$ cat config.mk
export PLATFORM = sky130hd
export DESIGN_NAME = writeback_arbiter
export DESIGN_NICKNAME = d
export VERILOG_FILES = /design/src/rtl/writeback_arbiter_pkg.sv /design/src/rtl/writeback_fifo.sv /design/src/rtl/writeback_arbiter.sv
export SDC_FILE = /design/constraint.sdc
export NUM_CORES = 1
export LEC_CHECK = 0
export CORE_ASPECT_RATIO = 0.5
export CORE_UTILIZATION = 44
export DETAILED_ROUTE_END_ITERATION = 8
export GPL_ROUTABILITY_DRIVEN = 0
export PLACE_DENSITY_LB_ADDON = 0.1
export SYNTH_ARGS = -nofsm -noshare
export SYNTH_HDL_FRONTEND = slang
export SYNTH_SLANG_ARGS = --single-unit
$ cat constraint.sdc
create_clock -name clock -period 5.6 [get_ports clock]
set_clock_uncertainty 0.1 [all_clocks]
set_input_delay 1.12 -clock clock [delete_from_list [all_inputs] [get_ports clock]]
set_output_delay 1.12 -clock clock [all_outputs]
set_load 0.1 [all_outputs]
$ cat src/rtl/writeback_arbiter_pkg.sv
// Shared types for the writeback arbiter and its result FIFO.
package writeback_arbiter_pkg;

    typedef logic [31:0] int_t;
    typedef logic [4:0]  register_id_t;

    // Register 0 is hardwired; writes to it are discarded.
    localparam register_id_t ZERO = 5'd0;

    typedef struct packed {
        register_id_t id;
        int_t         data;
        logic [31:0]  pc;
    } wb_entry_t;

endpackage

$ cat src/rtl/writeback_fifo.sv
// Small in-order FIFO of long-latency writeback entries.
module writeback_fifo
    import writeback_arbiter_pkg::*;
#(
    parameter int DEPTH = 2
) (
    input  logic      clock,
    input  logic      reset,
    input  logic      push,
    input  logic      pop,
    input  wb_entry_t entry,
    output logic      full,
    output logic      empty,
    output wb_entry_t head
);

    localparam int AW = $clog2(DEPTH);

    wb_entry_t      mem [DEPTH];
    logic [AW-1:0]  wr_ptr;
    logic [AW-1:0]  rd_ptr;
    logic [AW:0]    count;

    // Pointers wrap naturally because DEPTH is a power of two.
    always_ff @(posedge clock or negedge reset) begin
        if (!reset) begin
            wr_ptr <= '0;
            rd_ptr <= '0;
            count  <= '0;
        end else begin
            if (push) wr_ptr <= wr_ptr + 1'b1;
            if (pop)  rd_ptr <= rd_ptr + 1'b1;
            case ({push, pop})
                2'b10:   count <= count + 1'b1;
                2'b01:   count <= count - 1'b1;
                default: count <= count;
            endcase
        end
    end

    // Payload storage needs no reset; validity is tracked by count.
    always_ff @(posedge clock) begin
        if (push) mem[wr_ptr] <= entry;
    end

    // Status and head are read straight from the state.
    always_comb begin
        full  = (count == (AW+1)'(DEPTH));
        empty = (count == '0);
        head  = mem[rd_ptr];
    end

endmodule

$ cat src/rtl/writeback_arbiter.sv
// Merges pipeline and long-latency writebacks onto the single GPR write port,
// tracks in-flight destinations and flags protocol violations.
module writeback_arbiter
    import writeback_arbiter_pkg::*;
#(
    parameter int DEPTH        = 2,
    parameter int STARVE_LIMIT = 4
) (
    input  logic         clock,
    input  logic         reset,
    input  logic         pipeWriteEnabled,
    input  register_id_t pipeWriteId,
    input  int_t         pipeData,
    input  logic [31:0]  pipeProgramCounter,
    input  logic         lateValid,
    output logic         lateReady,
    input  register_id_t lateWriteId,
    input  int_t         lateData,
    input  logic [31:0]  lateProgramCounter,
    input  logic         reserveValid,
    input  register_id_t reserveId,
    output logic [31:0]  pendingMask,
    output logic         stallRequest,
    output logic         hazardError,
    output register_id_t writeId,
    output logic         writeEnabled,
    output int_t         dataWrite,
    output logic [31:0]  programCounterWrite
);

    localparam int SW = $clog2(STARVE_LIMIT + 1);

    logic            pipe_active;
    logic            late_live;
    logic            fifo_full;
    logic            fifo_empty;
    logic            pop;
    logic            push;
    logic            bypass;
    logic            late_commit;
    wb_entry_t       fifo_head;
    wb_entry_t       late_entry;
    wb_entry_t       commit_entry;
    logic [31:0]     set_vec;
    logic [31:0]     clear_vec;
    logic [31:0]     mask_next;
    logic            hazard_now;
    logic [SW-1:0]   starve_count;
    logic [SW-1:0]   starve_next;

    writeback_fifo #(.DEPTH(DEPTH)) u_fifo (
        .clock (clock),
        .reset (reset),
        .push  (push),
        .pop   (pop),
        .entry (late_entry),
        .full  (fifo_full),
        .empty (fifo_empty),
        .head  (fifo_head)
    );

    // Port selection, scoreboard next-state, hazard detection and starve count.
    always_comb begin
        pipe_active  = pipeWriteEnabled && (pipeWriteId != ZERO);
        late_live    = lateValid && (lateWriteId != ZERO);
        lateReady    = !fifo_full;
        late_entry   = '{id: lateWriteId, data: lateData, pc: lateProgramCounter};
        pop          = !pipe_active && !fifo_empty;
        // A late result to r0 is accepted but neither bypassed nor buffered.
        bypass       = !pipe_active && fifo_empty && late_live;
        push         = late_live && !fifo_full && !bypass;
        late_commit  = pop || bypass;
        commit_entry = pop ? fifo_head : late_entry;

        set_vec   = '0;
        clear_vec = '0;
        if (reserveValid && (reserveId != ZERO)) set_vec[reserveId] = 1'b1;
        if (late_commit) clear_vec[commit_entry.id] = 1'b1;
        mask_next = (pendingMask & ~clear_vec) | set_vec;

        hazard_now = (|(set_vec & pendingMask & ~clear_vec))
                  || (pipe_active && pendingMask[pipeWriteId])
                  || (late_commit && !pendingMask[commit_entry.id]);

        if (fifo_empty || pop) begin
            starve_next = '0;
        end else if (starve_count != SW'(STARVE_LIMIT)) begin
            starve_next = starve_count + 1'b1;
        end else begin
            starve_next = starve_count;
        end
    end

    // Registered GPR port, scoreboard, sticky error and starvation stall.
    always_ff @(posedge clock or negedge reset) begin
        if (!reset) begin
            writeEnabled        <= 1'b0;
            writeId             <= ZERO;
            dataWrite           <= '0;
            programCounterWrite <= '0;
            pendingMask         <= '0;
            hazardError         <= 1'b0;
            starve_count        <= '0;
            stallRequest        <= 1'b0;
        end else begin
            if (pipe_active) begin
                writeEnabled        <= 1'b1;
                writeId             <= pipeWriteId;
                dataWrite           <= pipeData;
                programCounterWrite <= pipeProgramCounter;
            end else if (late_commit) begin
                writeEnabled        <= 1'b1;
                writeId             <= commit_entry.id;
                dataWrite           <= commit_entry.data;
                programCounterWrite <= commit_entry.pc;
            end else begin
                writeEnabled        <= 1'b0;
            end
            pendingMask  <= mask_next;
            hazardError  <= hazardError | hazard_now;
            starve_count <= starve_next;
            stallRequest <= (starve_next == SW'(STARVE_LIMIT));
        end
    end

endmodule

==> impl_summary.txt, run 1 <==
----------------------------------------------------
[Status]
  Result of the run ... finished clean

[Global routing]
  Met1 global-route usage ... 0.306
  Vias in the first global route ... around 9200
  GR Util All Layers ... 0.239
  Antenna violations before repair ... 1
  Global-route wire length before repair ... approximately 51 mm
  M2 GR Usage ... 0.411
  Met3 Track Usage GR ... 0.0409
  Most used routing layer ... met2
  Gr ovfl total ... 0
  Pin count of the biggest net entering global routing ... 81

[Cells and area]
  Relative area change from synthesis to final layout ... 31.1%
  Design area ... about 15000 um^2
  Commonest cells after routing, fill and taps aside ... sky130_fd_sc_hd__clkdlybuf4s50_1, sky130_fd_sc_hd__edfxtp_1, sky130_fd_sc_hd__o21ai_0
  Number of nets in the finished design ... 1380
  Fraction of final layout cells sized beyond drive strength 1 ... 0.119
  Most common cell after layout, fill and taps aside ... sky130_fd_sc_hd__clkdlybuf4s50_1

[Power and ir drop]
  Pwr dens ... about 600 nW/um^2
  Leakage power ... around 6 nW
  Maximum resistive drop on vdd ... approximately 0.6 mV

[CTS]
  Buffer cell driving the clock tree root ... sky130_fd_sc_hd__clkbuf_16
  Bufs on Longest Clock Path ... 3
  Total CTS buffers ... 24
  Clock latency reported for the late side of the worst-skew pair ... around 0.52 ns
  Number of sinks handled by clock tree synthesis ... roughly 250
  Number of buffers inserted to repair setup after CTS ... 0
  Count of cells resized by post-cts repair ... 0
  Post-CTS clock slew at the launch and capture registers of the worst setup and hold paths ... approximately 0.070 ns
  # hold bufs at CTS ... 0
  Clock tree from TritonCTS ... yes
  H-tree level count ... 1

[Die]
  Die Area ... around 27000 um^2
  Top-Level Pins ... about 250
  Area of the core ... between 20000 and 30000 um^2
  Initial Util ... 0.457
  Overall die width ... about 230 um
  Die Height ... approximately 120 um
  Rows ... 41

[Drt]
  Post-DR wirelength/cell ... around 20 um
  Via density per instance ... approximately 5.6
  Via count of the routed design ... about 9000
  Wire length reported by the detailed router ... around 32 mm
  Number of remaining DRC errors ... 0
  Number of iterations in the first detailed-routing pass ... 5
  DRC violation total after the first TritonRoute iteration ... ~620
  Detail Route Antenna Nets ... 0

[Run]
  Count of max-cap constraint violations ... 0

[STA]
  Number of hold violations in the final report ... 0
  RSZ-0062 raised after global routing ... false
  Relative slew slack ... 0.309
  Max Freq ... around 230 MHz
  Final setup fails ... 0
  Minimum clock period ... between 4 and 5 ns
  Setup tns final ... 0 ns
  Crit share post-route ... 0.768
  Slew at the pin with the worst max-slew slack ... 1.03 ns
  Final Max Slew Viols ... 0

[Yosys]
  Top-area cell type share of the netlist area ... 0.352
  Share of flip-flops with an asynchronous set or reset ... 0.446
  Cell area after synthesis ... between 10000 and 15000 um^2
  Cell type with the largest total area after synthesis ... sky130_fd_sc_hd__edfxtp_1
  Leading cell types by total area after synthesis ... sky130_fd_sc_hd__edfxtp_1, sky130_fd_sc_hd__dfrtp_1, sky130_fd_sc_hd__mux2i_1
  Sequential area share after synthesis ... 0.589
  Register bit count reported by yosys ... 249
  Cell count after synthesis ... 1000
  Syn nets ... around 1200
  Post-synth cell types ... 53
  Count of flip-flops with a built-in enable after synthesis ... 138
  Predominant post-synthesis flop cell ... sky130_fd_sc_hd__edfxtp_1
  Count of warnings emitted by yosys ... 0
  Post-Syn Area per Cell ... about 12 um^2

[Worst setup path]
  Required time worst endpoint ... 5.96 ns
  Sort of element at the end of the critical path ... flip-flop
  Worst setup path class ... in2reg
  Maximum fanout along the worst path ... 21
  Startpoint type of the worst setup path ... primary input
  Arr. time, crit path ... between 4 and 5 ns

[Placed design]
  HPWL after detailed placement ... between 20 and 25 mm
  Number of port buffers ... around 250
  Placed cell areas ... about 15000 um^2

[Worst hold path]
  Worst hold path type ... reg2reg

----------------------------------------------------
[cells in the mapped netlist (all sizes together), types with 3 or more instances]
cell and count:
edfxtp 138, o21ai 124, dfrtp 111, nand2 95
nor2 91, mux2i 89, a21oi 82, mux2 69
clkbuf 41, buf 20, o22ai 17, nand2b 11
mux4 10, nor3 10, inv 8, nand3 7
nand3b 7, o21bai 5, or2 5, a21o 4
xnor2 4, a211oi 3, a32oi 3, ha 3
nand4 3, nor2b 3, o2111a 3, o21a 3
o32ai 3, or3b 3
[report_power, final]
group          internal, mW  switching, mW  total [mW]
Sequential             2.47          0.452        2.93
Combinational          1.30           3.35        4.64
Clock                  1.02          0.694        1.71
[critical path, stage by stage]
cell	delay (ns)
sky130_fd_sc_hd__clkdlybuf4s50_1	0.69
sky130_fd_sc_hd__or4_4	0.58
sky130_fd_sc_hd__o22ai_4	0.11
sky130_fd_sc_hd__buf_4	0.30
sky130_fd_sc_hd__mux2i_2	0.85
sky130_fd_sc_hd__mux2i_1	0.30
sky130_fd_sc_hd__o31ai_1	0.09
sky130_fd_sc_hd__a211oi_1	0.30
sky130_fd_sc_hd__nand4_1	0.19
sky130_fd_sc_hd__nand4_1	0.11
[cell type report]
type / count / area, um^2
fillers: 2098 / 10300
flip-flops and latches: 249 / 6930
multi-input cells: 682 / 4570
repair buffers: 264 / 2620
clock buffers: 34 / 709
well taps: 344 / 430
clock inverters: 10 / 124
inverters: 8 / 30.0
diodes: 1 / 2.50
[metal layers]
layer / up-vias / wire length (um)
li1: 4138 / -
met1: 4395 / 13300
met2: 344 / 16000
met3: 105 / 1910
met4: 0 / 1140
met5: - / 0
[cells by family after synthesis]
family / after synthesis / synth area share
AO/OA/AOI/OAI: 259 / 0.123
XOR/XNOR: 6 / 0.00447
adder cells (fa/ha/maj): 3 / 0.00319
buffers and inverters: 69 / 0.0267
flip-flops: 249 / 0.589
multiplexers: 168 / 0.162
AND/OR/NAND/NOR: 246 / 0.0922
[per-stage QoR]
step	instances	worst slack [ns]	util	hold slack, ns	power, mW
3_5_place_dp	1547	0.874	0.567	0.464	7.58
3_3_place_gp	1547	1.06	0.567	0.440	7.53
5_1_grt	1592	1.16	0.600	0.501	9.70
6_report	1592	1.30	0.600	0.471	9.28
4_1_cts	1591	1.44	0.599	0.475	9.32
2_1_floorplan	1000	-0.0846	-	0.368	6.32
[flip-flops by register name, indices dropped and copies added, names as in the netlist]
name and count:
pendingMask 32, hazardError 1, dataWrite 32, starve_count 3, u_fifo.mem 138, writeId 5
u_fifo.count 2, stallRequest 1, u_fifo.rd_ptr 1, programCounterWrite 32, writeEnabled 1, u_fifo.wr_ptr 1
[final timing paths]
check	cells after the start	slack (ns)	from	to
max	10	1.30	pipeWriteId[0]	hazardError
min	1	0.47	u_fifo.wr_ptr	u_fifo.wr_ptr
max reg2reg	9	2.27	u_fifo.count[0]	hazardError
min reg2reg	1	0.47	u_fifo.wr_ptr	u_fifo.wr_ptr
max in group asynchronous	2	3.53	reset	dataWrite[17]
min in group asynchronous	1	0.63	reset	pendingMask[13]
Note: power is estimated with default switching activity, not from simulation.
==> run 2, diff against run 1 <==
- clock period: 5.6 -> 4.2 ns (I/O delays scaled with it)
==> run 2 against run 1 <==
Net effect: flip-flop and latch count stayed put; via count decreased by 1.5%; die area did not move; largest cell class unchanged; worst setup slack got worse by 0.56 ns; count of clock-buffer cells in the layout fell by 6; sequential share of layout area down 0.36 points.
==> impl_summary.txt, run 2 (synthesized netlist as in run 1, its figures left out) <==
----------------------------------------------------
[Status]
  Result of the run ... finished clean

[Placed design]
  Number of port buffers ... between 200 and 300
  Cell total after placement ... around 1600
  HPWL after detailed placement ... approximately 21 mm
  Worst slack at placement ... 0.145 ns

[Power and ir drop]
  Leakage power ... 5.96 nW
  Combinational cell fraction of total power ... 0.503
  Switching power as a share of total power ... 0.482
  Psw ... around 6.0 mW
  P_int ... about 6.4 mW
  Fraction of power consumed by sequential logic ... 0.306
  Pwr dens ... between 800 and 900 nW/um^2
  Maximum resistive drop on vdd ... between 0.8 and 0.9 mV
  Clock share of power ... 0.191

[Worst hold path]
  Worst hold path type ... in2async

[Worst setup path]
  Arr. time, crit path ... about 3.8 ns
  Worst setup path class ... in2reg
  Maximum fanout along the worst path ... 8
  Sort of element at the end of the critical path ... flip-flop
  Startpoint type of the worst setup path ... primary input
  Setup slack of the most critical reg-to-reg path ... 1.25 ns
  Required time worst endpoint ... about 4.5 ns

[STA]
  Number of hold violations in the final report ... 0
  Slew at the pin with the worst max-slew slack ... ~1.1 ns
  Minimum clock period ... about 3.5 ns
  Final Max Slew Viols ... 0
  Crit share post-route ... 0.825
  Final setup fails ... 0
  Setup WS post-layout ... between 0.7 and 0.8 ns
  Max Freq ... between 200 and 300 MHz
  Relative slew slack ... 0.236
  RSZ-0062 raised after global routing ... false

[Die]
  Overall die width ... between 200 and 250 um
  Top-Level Pins ... about 250
  Die Area ... 27400 um^2
  Rows ... between 40 and 50
  Area of the core ... 25700 um^2
  Initial Util ... 0.457
  Die Height ... approximately 120 um

[Cells and area]
  Number of nets in the finished design ... about 1400
  Count of non-filler cells in the finished layout ... 1599
  Most common cell after layout, fill and taps aside ... sky130_fd_sc_hd__clkdlybuf4s50_1
  Fraction of final layout cells sized beyond drive strength 1 ... 0.126
  Commonest cells after routing, fill and taps aside ... sky130_fd_sc_hd__clkdlybuf4s50_1, sky130_fd_sc_hd__edfxtp_1, sky130_fd_sc_hd__o21ai_0
  Largest register by flop count ... u_fifo.mem
  Relative area change from synthesis to final layout ... 32.1%
  Flip-flop count of the largest register after layout ... 138

[CTS]
  # hold bufs at CTS ... 0
  Buffer cell driving the clock tree root ... sky130_fd_sc_hd__clkbuf_16
  Number of sinks handled by clock tree synthesis ... between 200 and 250
  Number of buffers inserted to repair setup after CTS ... 0
  Clock tree from TritonCTS ... yes
  Clock latency reported for the late side of the worst-skew pair ... 0.53 ns
  Count of cells resized by post-cts repair ... 0
  Post-CTS clock slew at the launch and capture registers of the worst setup and hold paths ... approximately 0.07 ns
  H-tree level count ... 1
  Total CTS buffers ... 24
  Bufs on Longest Clock Path ... 3

[Drt]
  DRC violation total after the first TritonRoute iteration ... between 600 and 700
  Wire length reported by the detailed router ... just over 30 mm
  Via count of the routed design ... a little under 9000
  Detail Route Antenna Nets ... 0
  Via density per instance ... roughly 5.5
  Number of remaining DRC errors ... 0
  Number of iterations in the first detailed-routing pass ... 5
  Post-DR wirelength/cell ... 19.5 um

[Global routing]
  Pin count of the biggest net entering global routing ... around 120
  GR Util All Layers ... 0.227
  Vias in the first global route ... 8916
  Gr ovfl total ... 0
  Antenna violations before repair ... 1
  Global-route wire length before repair ... around 49 mm

[Run]
  Count of max-cap constraint violations ... 0

----------------------------------------------------
run 2: routing by layer:
metal / wire (um) / vias up / GRT usage
met4: 999 / 0 / 0.0809
met5: 0 / - / 0
li1: - / 4162 / -
met1: 13300 / 4328 / 0.301
met3: 1680 / 66 / 0.0407
met2: 15100 / 288 / 0.374
run 2: through the flow:
step	setup TNS [ns]	util	hold WS [ns]	power [mW]	instance area (um^2)
global placement	0	0.571	0.440	10.0	14700
CTS	0	0.604	0.254	12.5	15500
detailed placement	0	0.571	0.456	10.1	14700
global route	0	0.604	0.282	13.0	15500
finish	0	0.604	0.236	12.4	15500
floorplan	-9.27	-	0.386	8.42	11800
run 2: final cells by class:
class	count	area (um^2)
fillers	2109	10200
inverters	8	30.0
well taps	344	430
clock inverters	16	243
clock buffers	28	626
multi-input cells	682	4570
diodes	1	2.50
flip-flops and latches	249	6930
repair buffers	271	2710
run 2: final timing paths:
kind                                        to      startpoint  cells after the start
worst max register to register     hazardError   u_fifo.rd_ptr                      8
worst min register to register   u_fifo.wr_ptr   u_fifo.wr_ptr                      1
max in group asynchronous        u_fifo.rd_ptr           reset                      2
worst min-delay path            pendingMask[9]           reset                      1
worst max-delay path               hazardError  pipeWriteId[2]                      9
min in group clock               u_fifo.wr_ptr   u_fifo.wr_ptr                      1
run 2: power groups by stage:
stage / Combinational [mW] / Sequential [mW] / Clock [mW]
global placement: 6.22 / 3.83 / 0
global route: 6.57 / 3.89 / 2.52
floorplan: 2.08 / 6.33 / 0
CTS: 6.28 / 3.80 / 2.43
detailed placement: 6.26 / 3.84 / 0
finish: 6.26 / 3.81 / 2.37
run 2: worst max-delay path: stages:
cell and delay [ns]:
sky130_fd_sc_hd__clkdlybuf4s50_1 0.50, sky130_fd_sc_hd__or4_4 0.62, sky130_fd_sc_hd__o21ai_0 0.45, sky130_fd_sc_hd__o21ai_1 0.34
sky130_fd_sc_hd__o21ai_0 0.32, sky130_fd_sc_hd__o22ai_1 0.11, sky130_fd_sc_hd__nor3_1 0.29, sky130_fd_sc_hd__o2111a_1 0.22
sky130_fd_sc_hd__nand4_1 0.08
